===== src/rtl/div_iter.sv =====
// Multicycle signed 32-bit restoring divider: one trial subtraction per cycle,
// sign correction in FIX, exceptions for divide-by-zero and MIN / -1.
module div_iter #(
  parameter int WIDTH = 32
) (
  input  logic             clock,
  input  logic             reset,
  input  logic             ctrl_DIV,
  input  logic [WIDTH-1:0] data_operandA,
  input  logic [WIDTH-1:0] data_operandB,
  output logic [WIDTH-1:0] data_result,
  output logic             data_exception,
  output logic             data_resultRDY,
  output logic             busy
);

  localparam int CW = $clog2(WIDTH);
  localparam logic [WIDTH-1:0] MIN_VAL = {1'b1, {(WIDTH-1){1'b0}}};

  typedef enum logic [1:0] {IDLE, RUN, FIX, DONE} state_t;

  state_t           state_reg, state_next;
  logic [CW-1:0]    counter_reg;
  logic [WIDTH-1:0] q_reg;
  // The remainder never exceeds |B| after a kept step, so its 33rd bit is always 0.
  logic [WIDTH-1:0] r_reg;
  logic [WIDTH-1:0] div_mag_reg;
  logic             sign_reg;

  logic             accept, iterate, div_zero, overflow;
  logic [WIDTH-1:0] a_mag, b_mag;
  logic [WIDTH:0]   r_shift, trial;

  assign div_zero = (data_operandB == '0);
  assign overflow = (data_operandA == MIN_VAL) && (data_operandB == '1);
  assign a_mag    = data_operandA[WIDTH-1] ? (~data_operandA + 1'b1) : data_operandA;
  assign b_mag    = data_operandB[WIDTH-1] ? (~data_operandB + 1'b1) : data_operandB;

  // Trial subtraction as invert-plus-one, matching the upstream ripple subtractor.
  assign r_shift = {r_reg, q_reg[WIDTH-1]};
  assign trial   = r_shift + {1'b1, ~div_mag_reg} + {{WIDTH{1'b0}}, 1'b1};

  always_ff @(posedge clock or negedge reset) begin
    if (!reset) state_reg <= IDLE;
    else        state_reg <= state_next;
  end

  always_comb begin
    state_next = state_reg;
    case (state_reg)
      IDLE, DONE: begin
        if (ctrl_DIV) state_next = (div_zero || overflow) ? DONE : RUN;
        else          state_next = IDLE;
      end
      RUN:     if (counter_reg == CW'(WIDTH - 1)) state_next = FIX;
      FIX:     state_next = DONE;
      default: state_next = IDLE;
    endcase
  end

  always_comb begin
    accept  = ctrl_DIV && ((state_reg == IDLE) || (state_reg == DONE));
    iterate = (state_reg == RUN);
    busy    = (state_reg == RUN) || (state_reg == FIX);
  end

  always_ff @(posedge clock or negedge reset) begin
    if (!reset) begin
      counter_reg    <= '0;
      q_reg          <= '0;
      r_reg          <= '0;
      div_mag_reg    <= '0;
      sign_reg       <= 1'b0;
      data_result    <= '0;
      data_exception <= 1'b0;
      data_resultRDY <= 1'b0;
    end else if (accept) begin
      counter_reg    <= '0;
      q_reg          <= a_mag;
      r_reg          <= '0;
      div_mag_reg    <= b_mag;
      sign_reg       <= data_operandA[WIDTH-1] ^ data_operandB[WIDTH-1];
      data_result    <= (!div_zero && overflow) ? MIN_VAL : '0;
      data_exception <= div_zero || overflow;
      data_resultRDY <= div_zero || overflow;
    end else if (iterate) begin
      counter_reg    <= counter_reg + 1'b1;
      r_reg          <= trial[WIDTH] ? r_shift[WIDTH-1:0] : trial[WIDTH-1:0];
      q_reg          <= {q_reg[WIDTH-2:0], ~trial[WIDTH]};
      data_resultRDY <= 1'b0;
    end else if (state_reg == FIX) begin
      data_result    <= sign_reg ? (~q_reg + 1'b1) : q_reg;
      data_exception <= 1'b0;
      data_resultRDY <= 1'b1;
    end else begin
      data_resultRDY <= 1'b0;
    end
  end

endmodule


===== config.mk =====
export PLATFORM = sky130hd
export DESIGN_NAME = div_iter
export DESIGN_NICKNAME = d
export VERILOG_FILES = /design/src/rtl/div_iter.sv
export SDC_FILE = /design/constraint.sdc
export NUM_CORES = 1
export LEC_CHECK = 0
export CORE_ASPECT_RATIO = 1.1
export CORE_MARGIN = 4
export CORE_UTILIZATION = 63
export CTS_CLUSTER_SIZE = 20
export DETAILED_ROUTE_END_ITERATION = 8
export PLACE_DENSITY = 0.92
export SETUP_SLACK_MARGIN = 0.15
export SYNTH_ARGS = -nofsm -noshare
export SYNTH_HDL_FRONTEND = slang
export SYNTH_SLANG_ARGS = --single-unit

===== constraint.sdc =====
create_clock -name clock -period 6.61 [get_ports clock]
set_input_delay 0.9915 -clock clock [delete_from_list [all_inputs] [get_ports clock]]
set_output_delay 0.9915 -clock clock [all_outputs]
set_load 0.01 [all_outputs]

==> flow_metrics.env, run 1 <==
export IMPL_cts_num_sinks=138
export IMPL_timing_slew_headroom=0.240
export IMPL_routedWlPerCell_um=19.1
export IMPL_rsz0062_at_grt="false"
export IMPL_post_cts_buffers=0
export IMPL_layout_nets=1300
export IMPL_grt_use_total=0.306
export IMPL_start_kind="flip-flop"
export IMPL_synth_flop_cell="dfrtp_1"
export IMPL_port_buffers=101
export IMPL_critPathCaptureType="flip-flop"
export IMPL_synth_edf_count=0
export IMPL_ys_warn_count=0
export IMPL_timing_final_crit_share=0.550
export IMPL_gp_congestion=0.919
export IMPL_setup_violations=0
export IMPL_p_leak_uw=0.00484
export IMPL_async_flop_share=1.00
export IMPL_holdBufCountCts=0
export IMPL_wirelength_mm=26.8
export IMPL_cts_tree="built"
export IMPL_synth_seq_cells=138
export IMPL_h_tree_depth=4
export IMPL_gr_total_overflow=0
export IMPL_max_freq_mhz=275
export IMPL_worst_pin_slew_ps=1140
export IMPL_period_needed_ps=3630
export IMPL_crit_top_cell="inv_1"
export IMPL_utilization=0.757
export IMPL_path_clk_slew_ps=60
export IMPL_synth_area_per_cell_sq_um=8.62
export IMPL_vdd_drop_max_v=0.000274
export IMPL_syn_area_sq_um=9740
export IMPL_grt_pass1_wl_mm=44.1
export IMPL_cp_max_fo=54
export IMPL_layoutNonFillerInstCount=1401
export IMPL_grt_pass1_vias=8926
export IMPL_ys_types=72
export IMPL_hold_viol_final=0
export IMPL_cellPowerDensity_nw_per_um2=563
export IMPL_die_w_um=127
export IMPL_fp_dieH_um=138
export IMPL_synth_nets=1238
export IMPL_drive_gt1_frac=0.0647
export IMPL_area_growth_pct=17.5
export IMPL_io_pins=102
export IMPL_antenna_cells=0
export IMPL_whs_ps=477
export IMPL_syn_inst=1130
export IMPL_ant_nets=0
export IMPL_vias=9034
export IMPL_cap_violations=0
export IMPL_cp_cell_sequence="inv_1, ha_1, inv_1, fa_1, a21o_1, a221o_1, a21oi_4, a211oi_2, mux2i_2, nand2_4, o311a_1, nor2_1"
export IMPL_drt_pass1_iter_count=7
export IMPL_grt_max_degree=86
export IMPL_core_area_sq_um=15100
export IMPL_critPathArrivalTime_ps=3990
export IMPL_layout_common_cells="138 x dfrtp_1, 135 x nand2_1, 124 x o21ai_0"
export IMPL_cts_root_buf="clkbuf_16"
export IMPL_vias_per_cell=6.45
export IMPL_drt_iter0_drc=843
export IMPL_num_rows=47
export IMPL_critPathMaxStageDelay_ps=500
export IMPL_skew_ps=5.54
export IMPL_hpwl_mm=17.7
export IMPL_slew_violations=0
export IMPL_cp_slowest_cell="o311a_1"
export IMPL_antenna_found_initial=0
export IMPL_place_inst=1369
export IMPL_setup_tns_final_ps=0
export IMPL_route_detailed_drc=0
export IMPL_dieArea_sq_um=17500
export IMPL_regToRegSetupSlack_ps=2980
export IMPL_clk_latency_ps=430
export IMPL_cp_required_ps=6970
export IMPL_start_util=0.645
export IMPL_path_class="reg2reg"
export IMPL_ys_seq_area_frac=0.354
export IMPL_ctsResizeCount=0
export IMPL_status="complete, no violations"
export IMPL_clockBufferDepth=2
export IMPL_numCtsBuffers=17
export IMPL_mostFrequentLayoutCell="dfrtp_1"
export IMPL_holdCritPathClass="reg2reg"
==> kinds of logic (layout without fill, tap and decap cells) <==
kind of cell | count (synthesis) | after routing | share of synthesized area
adder cells (fa/ha/maj) | 41 | 41 | 0.0534
AO/OA/AOI/OAI | 351 | 351 | 0.227
multiplexers | 43 | 43 | 0.0446
XOR/XNOR | 117 | 117 | 0.105
flip-flops | 138 | 138 | 0.354
buffers and inverters | 112 | 187 | 0.0474
AND/OR/NAND/NOR | 328 | 328 | 0.168
==> per-stage QoR <==
stage / area [sq um] / power [uW] / worst slack (ps)
2_1_floorplan: 9740 / 4320 / 3640
3_3_place_gp: 10800 / 5050 / 2890
3_5_place_dp: 10800 / 5200 / 2820
4_1_cts: 11400 / 6370 / 3030
5_1_grt: 11400 / 6920 / 2760
6_report: 11400 / 6440 / 2980
==> routing by layer <==
metal  vias up  share of wire  GRT usage
met5         -              0          0
met4         0          0.040      0.139
met3       111          0.073     0.0679
met2       426           0.49      0.510
met1      4332           0.40      0.378
li1       4165              -          -
==> worst max-delay path, delay by kind of cell, from the launching register on <==
kind / cells / cell delay, ps
compound gates: 5 / 1500
fa+ha+maj: 2 / 540
buf+inv: 2 / 130
flops: 1 / 430
mux: 1 / 390
simple gates: 2 / 550
==> synthesized netlist by cell type, types with 7 or more instances <==
cell type | instances | area (sq um)
dfrtp_1 | 138 | 3450
nand2_1 | 136 | 510
o21ai_0 | 124 | 621
a21oi_1 | 82 | 410
nor2_1 | 73 | 274
xor2_1 | 63 | 552
xnor2_1 | 54 | 473
inv_1 | 48 | 180
clkbuf_1 | 43 | 161
mux2i_1 | 42 | 420
ha_1 | 40 | 500
o31ai_1 | 29 | 218
a211oi_1 | 27 | 203
nand4_1 | 16 | 100
nand2b_1 | 13 | 81.3
nand3_1 | 13 | 65.1
nor3_1 | 12 | 60.1
a21o_1 | 11 | 82.6
o211ai_1 | 11 | 82.6
o21ai_1 | 11 | 55.1
and3_1 | 9 | 56.3
or3_1 | 9 | 56.3
buf_1 | 8 | 30.0
o41ai_1 | 8 | 70.1
a31oi_1 | 7 | 43.8
==> power breakdown <==
group | total, uW | internal [uW] | switching, uW
sequential | 1610 | 1230 | 376
clock | 1060 | 684 | 376
combinational | 3770 | 1530 | 2250
==> final timing paths <==
check | depth (start not counted) | to | start
hold / removal | 2 | div_mag_reg[12]$_DFFE_PN0P_ | div_mag_reg[12]$_DFFE_PN0P_
hold reg to reg | 2 | div_mag_reg[12]$_DFFE_PN0P_ | div_mag_reg[12]$_DFFE_PN0P_
min in group asynchronous | 1 | data_result[29]$_DFFE_PN0P_ | reset
max in group asynchronous | 2 | data_result[5]$_DFFE_PN0P_ | reset
setup / recovery | 12 | r_reg[31]$_DFFE_PN0P_ | q_reg[31]$_DFFE_PN0P_
setup reg to reg | 12 | r_reg[31]$_DFFE_PN0P_ | q_reg[31]$_DFFE_PN0P_
==> layout make-up <==
| class | instances | area, sq um |
|---|---|---|
| clock buffer | 23 | 498 |
| clock inverter | 9 | 159 |
| fill | 943 | 3670 |
| inverter | 48 | 180 |
| multi-input combinational | 880 | 5850 |
| sequential | 138 | 3450 |
| tap | 196 | 245 |
| timing repair buffer | 107 | 1060 |
Note: power is estimated with default switching activity, not from simulation.
==> inputs of run 2 (changes only) <==
--- a/config.mk
+++ b/config.mk
@@ -7,10 +7,10 @@
 export LEC_CHECK = 0
 export CORE_ASPECT_RATIO = 1.1
 export CORE_MARGIN = 4
-export CORE_UTILIZATION = 63
+export CORE_UTILIZATION = 53
 export CTS_CLUSTER_SIZE = 20
 export DETAILED_ROUTE_END_ITERATION = 8
-export PLACE_DENSITY = 0.92
+export PLACE_DENSITY = 0.83
 export SETUP_SLACK_MARGIN = 0.15
 export SYNTH_ARGS = -nofsm -noshare
 export SYNTH_HDL_FRONTEND = slang
==> constraint.sdc (replaced) <==
create_clock -name clock -period 2.95 [get_ports clock]
set_input_delay 0.4425 -clock clock [delete_from_list [all_inputs] [get_ports clock]]
set_output_delay 0.4425 -clock clock [all_outputs]
set_load 0.01 [all_outputs]
==> run 2 against run 1 <==
The run now ends with negative setup slack left. Clock-buffer cell count is 4 lower. Power grew to 2.7 times the previous value. Setup slack worse by 3100 ps. Sequential power is 120% higher. Wire length is 5.4% higher. Clock skew is 3.8 ps higher. Die area is 18% higher. Sequential share of layout area is 3.1 points lower.
==> flow_metrics.env, run 2 (same netlist as run 1, synthesis figures left out) <==
export IMPL_path_buf_inv=4
export IMPL_whs_ps=17.5
export IMPL_h_tree_depth=4
export IMPL_area_growth_pct=30.9
export IMPL_timing_slew_headroom=0.515
export IMPL_cp_cell_sequence="inv_1, ha_2, inv_2, fa_2, a21o_1, a221o_2, a21oi_4, a211oi_4, mux2i_2, nand2_4, buf_6, buf_12, nand2_2, o211ai_1, o211a_1"
export IMPL_ant_nets=0
export IMPL_final_cell_area_sq_um=12700
export IMPL_wirelength_mm=28.2
export IMPL_holdCritPathClass="in2async"
export IMPL_cap_violations=0
export IMPL_holdBufCountCts=0
export IMPL_antenna_found_initial=1
export IMPL_critPathMaxStageDelay_ps=410
export IMPL_rsz0062_at_grt="true"
export IMPL_grt_pass1_vias=8939
export IMPL_fin_ws_ps=-131
export IMPL_slew_violations=0
export IMPL_port_buffers=101
export IMPL_cellPowerDensity_nw_per_um2=1350
export IMPL_cts_root_buf="clkbuf_16"
export IMPL_timing_final_crit_share=1.04
export IMPL_skew_ps=9.37
export IMPL_pre_cts_ws_ps=-238
export IMPL_mostFrequentLayoutCell="dfrtp_1"
export IMPL_grt_max_degree=89
export IMPL_cts_num_sinks=138
export IMPL_max_freq_mhz=325
export IMPL_clk_latency_ps=430
export IMPL_layout_nets=1399
export IMPL_regToRegSetupSlack_ps=-130
export IMPL_routedWlPerCell_um=18.3
export IMPL_critPathArrivalTime_ps=3390
export IMPL_grt_use_total=0.263
export IMPL_grt_pass1_wl_mm=43.8
export IMPL_drive_gt1_frac=0.186
export IMPL_clockBufferDepth=2
export IMPL_gr_total_overflow=0
export IMPL_period_needed_ps=3080
export IMPL_critPathCaptureType="flip-flop"
export IMPL_numCtsBuffers=17
export IMPL_vias_per_cell=6.05
export IMPL_dieArea_sq_um=20600
export IMPL_hold_viol_final=0
export IMPL_die_w_um=137
export IMPL_p_leak_uw=0.00540
export IMPL_start_kind="flip-flop"
export IMPL_violations="negative setup slack"
export IMPL_cts_tree="built"
export IMPL_cp_slowest_cell="a221o_2"
export IMPL_layout_common_cells="138 x dfrtp_1, 133 x nand2_1, 119 x o21ai_0"
export IMPL_utilization=0.714
export IMPL_drt_iter0_drc=948
export IMPL_fp_dieH_um=150
export IMPL_vias=9341
export IMPL_io_pins=102
export IMPL_cp_max_fo=7
export IMPL_drt_pass1_iter_count=5
export IMPL_route_detailed_drc=0
export IMPL_path_class="reg2reg"
export IMPL_crit_family="compound AO/OA/AOI/OAI gates"
export IMPL_status="finished with violations"
export IMPL_num_rows=51
export IMPL_start_util=0.545
export IMPL_dpl_cell_area_sq_um=11500
export IMPL_core_area_sq_um=17900
export IMPL_setup_violations=31
export IMPL_hpwl_mm=18.8
export IMPL_worst_pin_slew_ps=728
export IMPL_path_clk_slew_ps=60
export IMPL_nFillCells=1205
export IMPL_cp_required_ps=3260
export IMPL_gp_congestion=0.929
export IMPL_vdd_drop_max_v=0.000721
-- run 2: cell types whose count changed in the layout (fill, tap and decap cells not counted), moves of 7 or more --
cell | before | now
a21oi_1 | 82 | 55
nor2_4 | 0 | 16
a21oi_2 | 2 | 24
nor2_1 | 73 | 56
buf_6 | 1 | 8
buf_4 | 6 | 84
-- run 2: metrics by stage --
| stage | cells | TNS, ps | total power, uW |
|---|---|---|---|
| 6_report | 1543 | -1720 | 17200 |
| 5_1_grt | 1543 | -4990 | 18400 |
| 4_1_cts | 1535 | 0 | 15400 |
| 3_5_place_dp | 1493 | -1200 | 12500 |
| 3_3_place_gp | 1493 | -272 | 12200 |
| 2_1_floorplan | 1130 | 0 | 9810 |
-- run 2: where the power goes --
| group | switching (uW) | leakage (uW) | internal (uW) | total, uW |
|---|---|---|---|---|
| clock | 873 | 0.000276 | 1270 | 2140 |
| combinational | 6410 | 0.00338 | 5140 | 11600 |
| sequential | 779 | 0.00174 | 2760 | 3540 |
| total | 8060 | 0.00540 | 9170 | 17200 |
-- run 2: path summary, 6_finish.rpt --
path / from / depth (start not counted) / to
hold / removal: reset / 1 / r_reg[13]$_DFFE_PN0P_
setup / recovery: q_reg[31]$_DFFE_PN0P_ / 15 / r_reg[23]$_DFFE_PN0P_
hold reg to reg: div_mag_reg[11]$_DFFE_PN0P_ / 2 / div_mag_reg[11]$_DFFE_PN0P_
max in group asynchronous: reset / 2 / div_mag_reg[8]$_DFFE_PN0P_
min in group clock: div_mag_reg[11]$_DFFE_PN0P_ / 2 / div_mag_reg[11]$_DFFE_PN0P_
setup reg to reg: q_reg[31]$_DFFE_PN0P_ / 15 / r_reg[23]$_DFFE_PN0P_
-- run 2: cell type report --
type / instances / area, sq um / share of cell area
Inverter: 48 / 180 / 0.0141
Timing Repair Buffer: 205 / 1980 / 0.155
Antenna cell: 1 / 2.50 / 0.000196
Clock buffer: 19 / 443 / 0.0347
Multi-Input combinational cell: 881 / 6250 / 0.490
Sequential cell: 138 / 3450 / 0.271
Tap cell: 238 / 298 / 0.0234
Clock inverter: 13 / 144 / 0.0113
-- run 2: timing repair --
item                       in CTS  in global routing
cloned                          3                  2
resized for setup              19                 90
setup buffers                   7                  5
pin swaps                      16                 59
setup endpoints to repair      32                 36
-- run 2: routing by layer --
| metal | GRT usage | part of all wire |
|---|---|---|
| met2 | 0.435 | 0.49 |
| met3 | 0.0568 | 0.066 |
| met5 | 0 | 0 |
| met1 | 0.338 | 0.40 |
| met4 | 0.0953 | 0.040 |
==> edit, RTL diff (settings of run 2) <==
Change the parameter `WIDTH` from 32 to 16.
--- a/src/rtl/div_iter.sv
+++ b/src/rtl/div_iter.sv
@@ -1,7 +1,7 @@
 // Multicycle signed 32-bit restoring divider: one trial subtraction per cycle,
 // sign correction in FIX, exceptions for divide-by-zero and MIN / -1.
 module div_iter #(
-  parameter int WIDTH = 32
+  parameter int WIDTH = 16
 ) (
   input  logic             clock,
   input  logic             reset,
Ports: changed (resized data_operandA, data_operandB and data_result); port bits go from 102 to 54. No check against the original RTL was run, so the function may have changed too.
==> edit against run 2 <==
Power decreased by 59%. Via count shrank 53%. Area after synthesis fell by 49%. Routed wire length is 59% lower. Critical path depth decreased by 3. Worst setup slack improved by 350 ps. Cell area down 54%. Sequential cell count decreased by 65. Combinational power decreased by 62%. Largest power group unchanged.
==> edit: results <==
status:
  status: "finished clean"
finish:
  antennaDiodeCount: 0
  fillers: 715
  final_nets: 684
  drive_above_1_share_pct: 8.571
  final_cells: 744
setup_path:
  required_ps: 3230
  path_max_fanout: 14
  cpMaxStageDelayCell: "or4_1"
  r2r_slack_ps: 220
clocking:
  cts_buffers: 9
  h-tree-depth: 3
  path_clk_slew_ps: 80
  clock_latency_ps: 360
  cts_root_buf: "clkbuf_8"
  post_cts_buffers: 1
  clockBufferDepth: 2
  cts-hold-fix-buffers: 1
  cts_resized: 2
synthesis:
  synth_compound_area_share_pct: 19.66
  synth_fp_nets: 633
  synth_cell_types: 60
  synth_xor_area_share_pct: 10.47
  synthTopCellsByArea: "dfrtp_1 (37%), nand2_1 (6.2%), ha_1 (5.8%), o21ai_0 (5.3%), xor2_1 (5.3%)"
  async_reset_ff_share_pct: 100.0
  synth_adder_area_share_pct: 6.162
  yosysWarnings: 0
  yosysSeqAreaShare_pct: 36.57
  yosys-top-cells-count: "nand2_1 (82), dfrtp_1 (73), o21ai_0 (53)"
  avgSynthCellArea_sq_um: 8.702
  muxShareOfSynthArea_pct: 4.609
grt:
  grtUsageTotal_pct: 21.79
  antenna_found_initial: 0
  grt_pass1_wl_um: 19400
  grt_pass1_vias: 4166
  grt_max_degree: 51
sta:
  fin_skew_ps: 12.58
  whs_ps: 484.5
  tns_ps: 0
  slew_headroom_pct: 44.19
placement:
  dp_hpwl_um: 8520
  port_buffers: 53
  gp_congestion: 0.8924
  placedCellCount: 721
power:
  peakVddDrop_mv: 0.5038
  leakagePower_uw: 0.002524
route:
  dr.pass1.iters: 6
  via_count: 4355
  drtIter0Drc: 330
  wl_per_cell_um: 15.38
hold_path:
  hold_path.class: "register to register"
[edit: kinds of logic after synthesis]
group / Yosys count
flip-flops: 73
XOR/XNOR: 58
buffers and inverters: 62
multiplexers: 23
AO/OA/AOI/OAI: 150
adder cells (fa/ha/maj): 24
AND/OR/NAND/NOR: 184
[edit: path summary, 6_finish.rpt]
| check | to | startpoint | cells past startpoint |
|---|---|---|---|
| worst max-delay path | r_reg[0] | q_reg[15] | 12 |
| worst min-delay path | div_mag_reg[8] | div_mag_reg[8] | 2 |
| worst max register to register | r_reg[0] | q_reg[15] | 12 |
| worst min register to register | div_mag_reg[8] | div_mag_reg[8] | 2 |
| max in group asynchronous | data_result[7] | reset | 3 |
| min in group asynchronous | r_reg[6] | reset | 2 |
[edit: routing by layer]
layer / routed length (um) / vias to the layer above / global-route usage (%)
li1: - / 2141 / -
met1: 5026 / 2021 / 28.11
met2: 5502 / 167 / 36.79
met3: 698 / 26 / 3.490
met4: 212 / 0 / 8.373
met5: 0 / - / 0
[edit: through the flow]
step / area [sq um] / worst slack, ps
floorplan: 4995 / 415.4
global placement: 5632 / 205.6
detailed placement: 5632 / 48.56
CTS: 5881 / 185.4
global route: 5922 / 132.5
finish: 5922 / 219.8
[edit: area by class of cell]
class,instances,area [sq um],share of cell area [%]
Tap cell,114,142.6,2.409
Multi-Input combinational cell,439,2929,49.46
Timing Repair Buffer,72,686.9,11.60
Sequential cell,73,1827,30.85
Clock buffer,9,123.9,2.092
Inverter,30,112.6,1.902
Clock inverter,7,100.1,1.690
[edit: power breakdown]
part / leakage (uW) / switching (uW) / internal, uW
registers: 0.000920 / 419 / 1460
logic: 0.00149 / 2470 / 1920
clock network: 0.000114 / 397 / 483
total: 0.00252 / 3280 / 3860
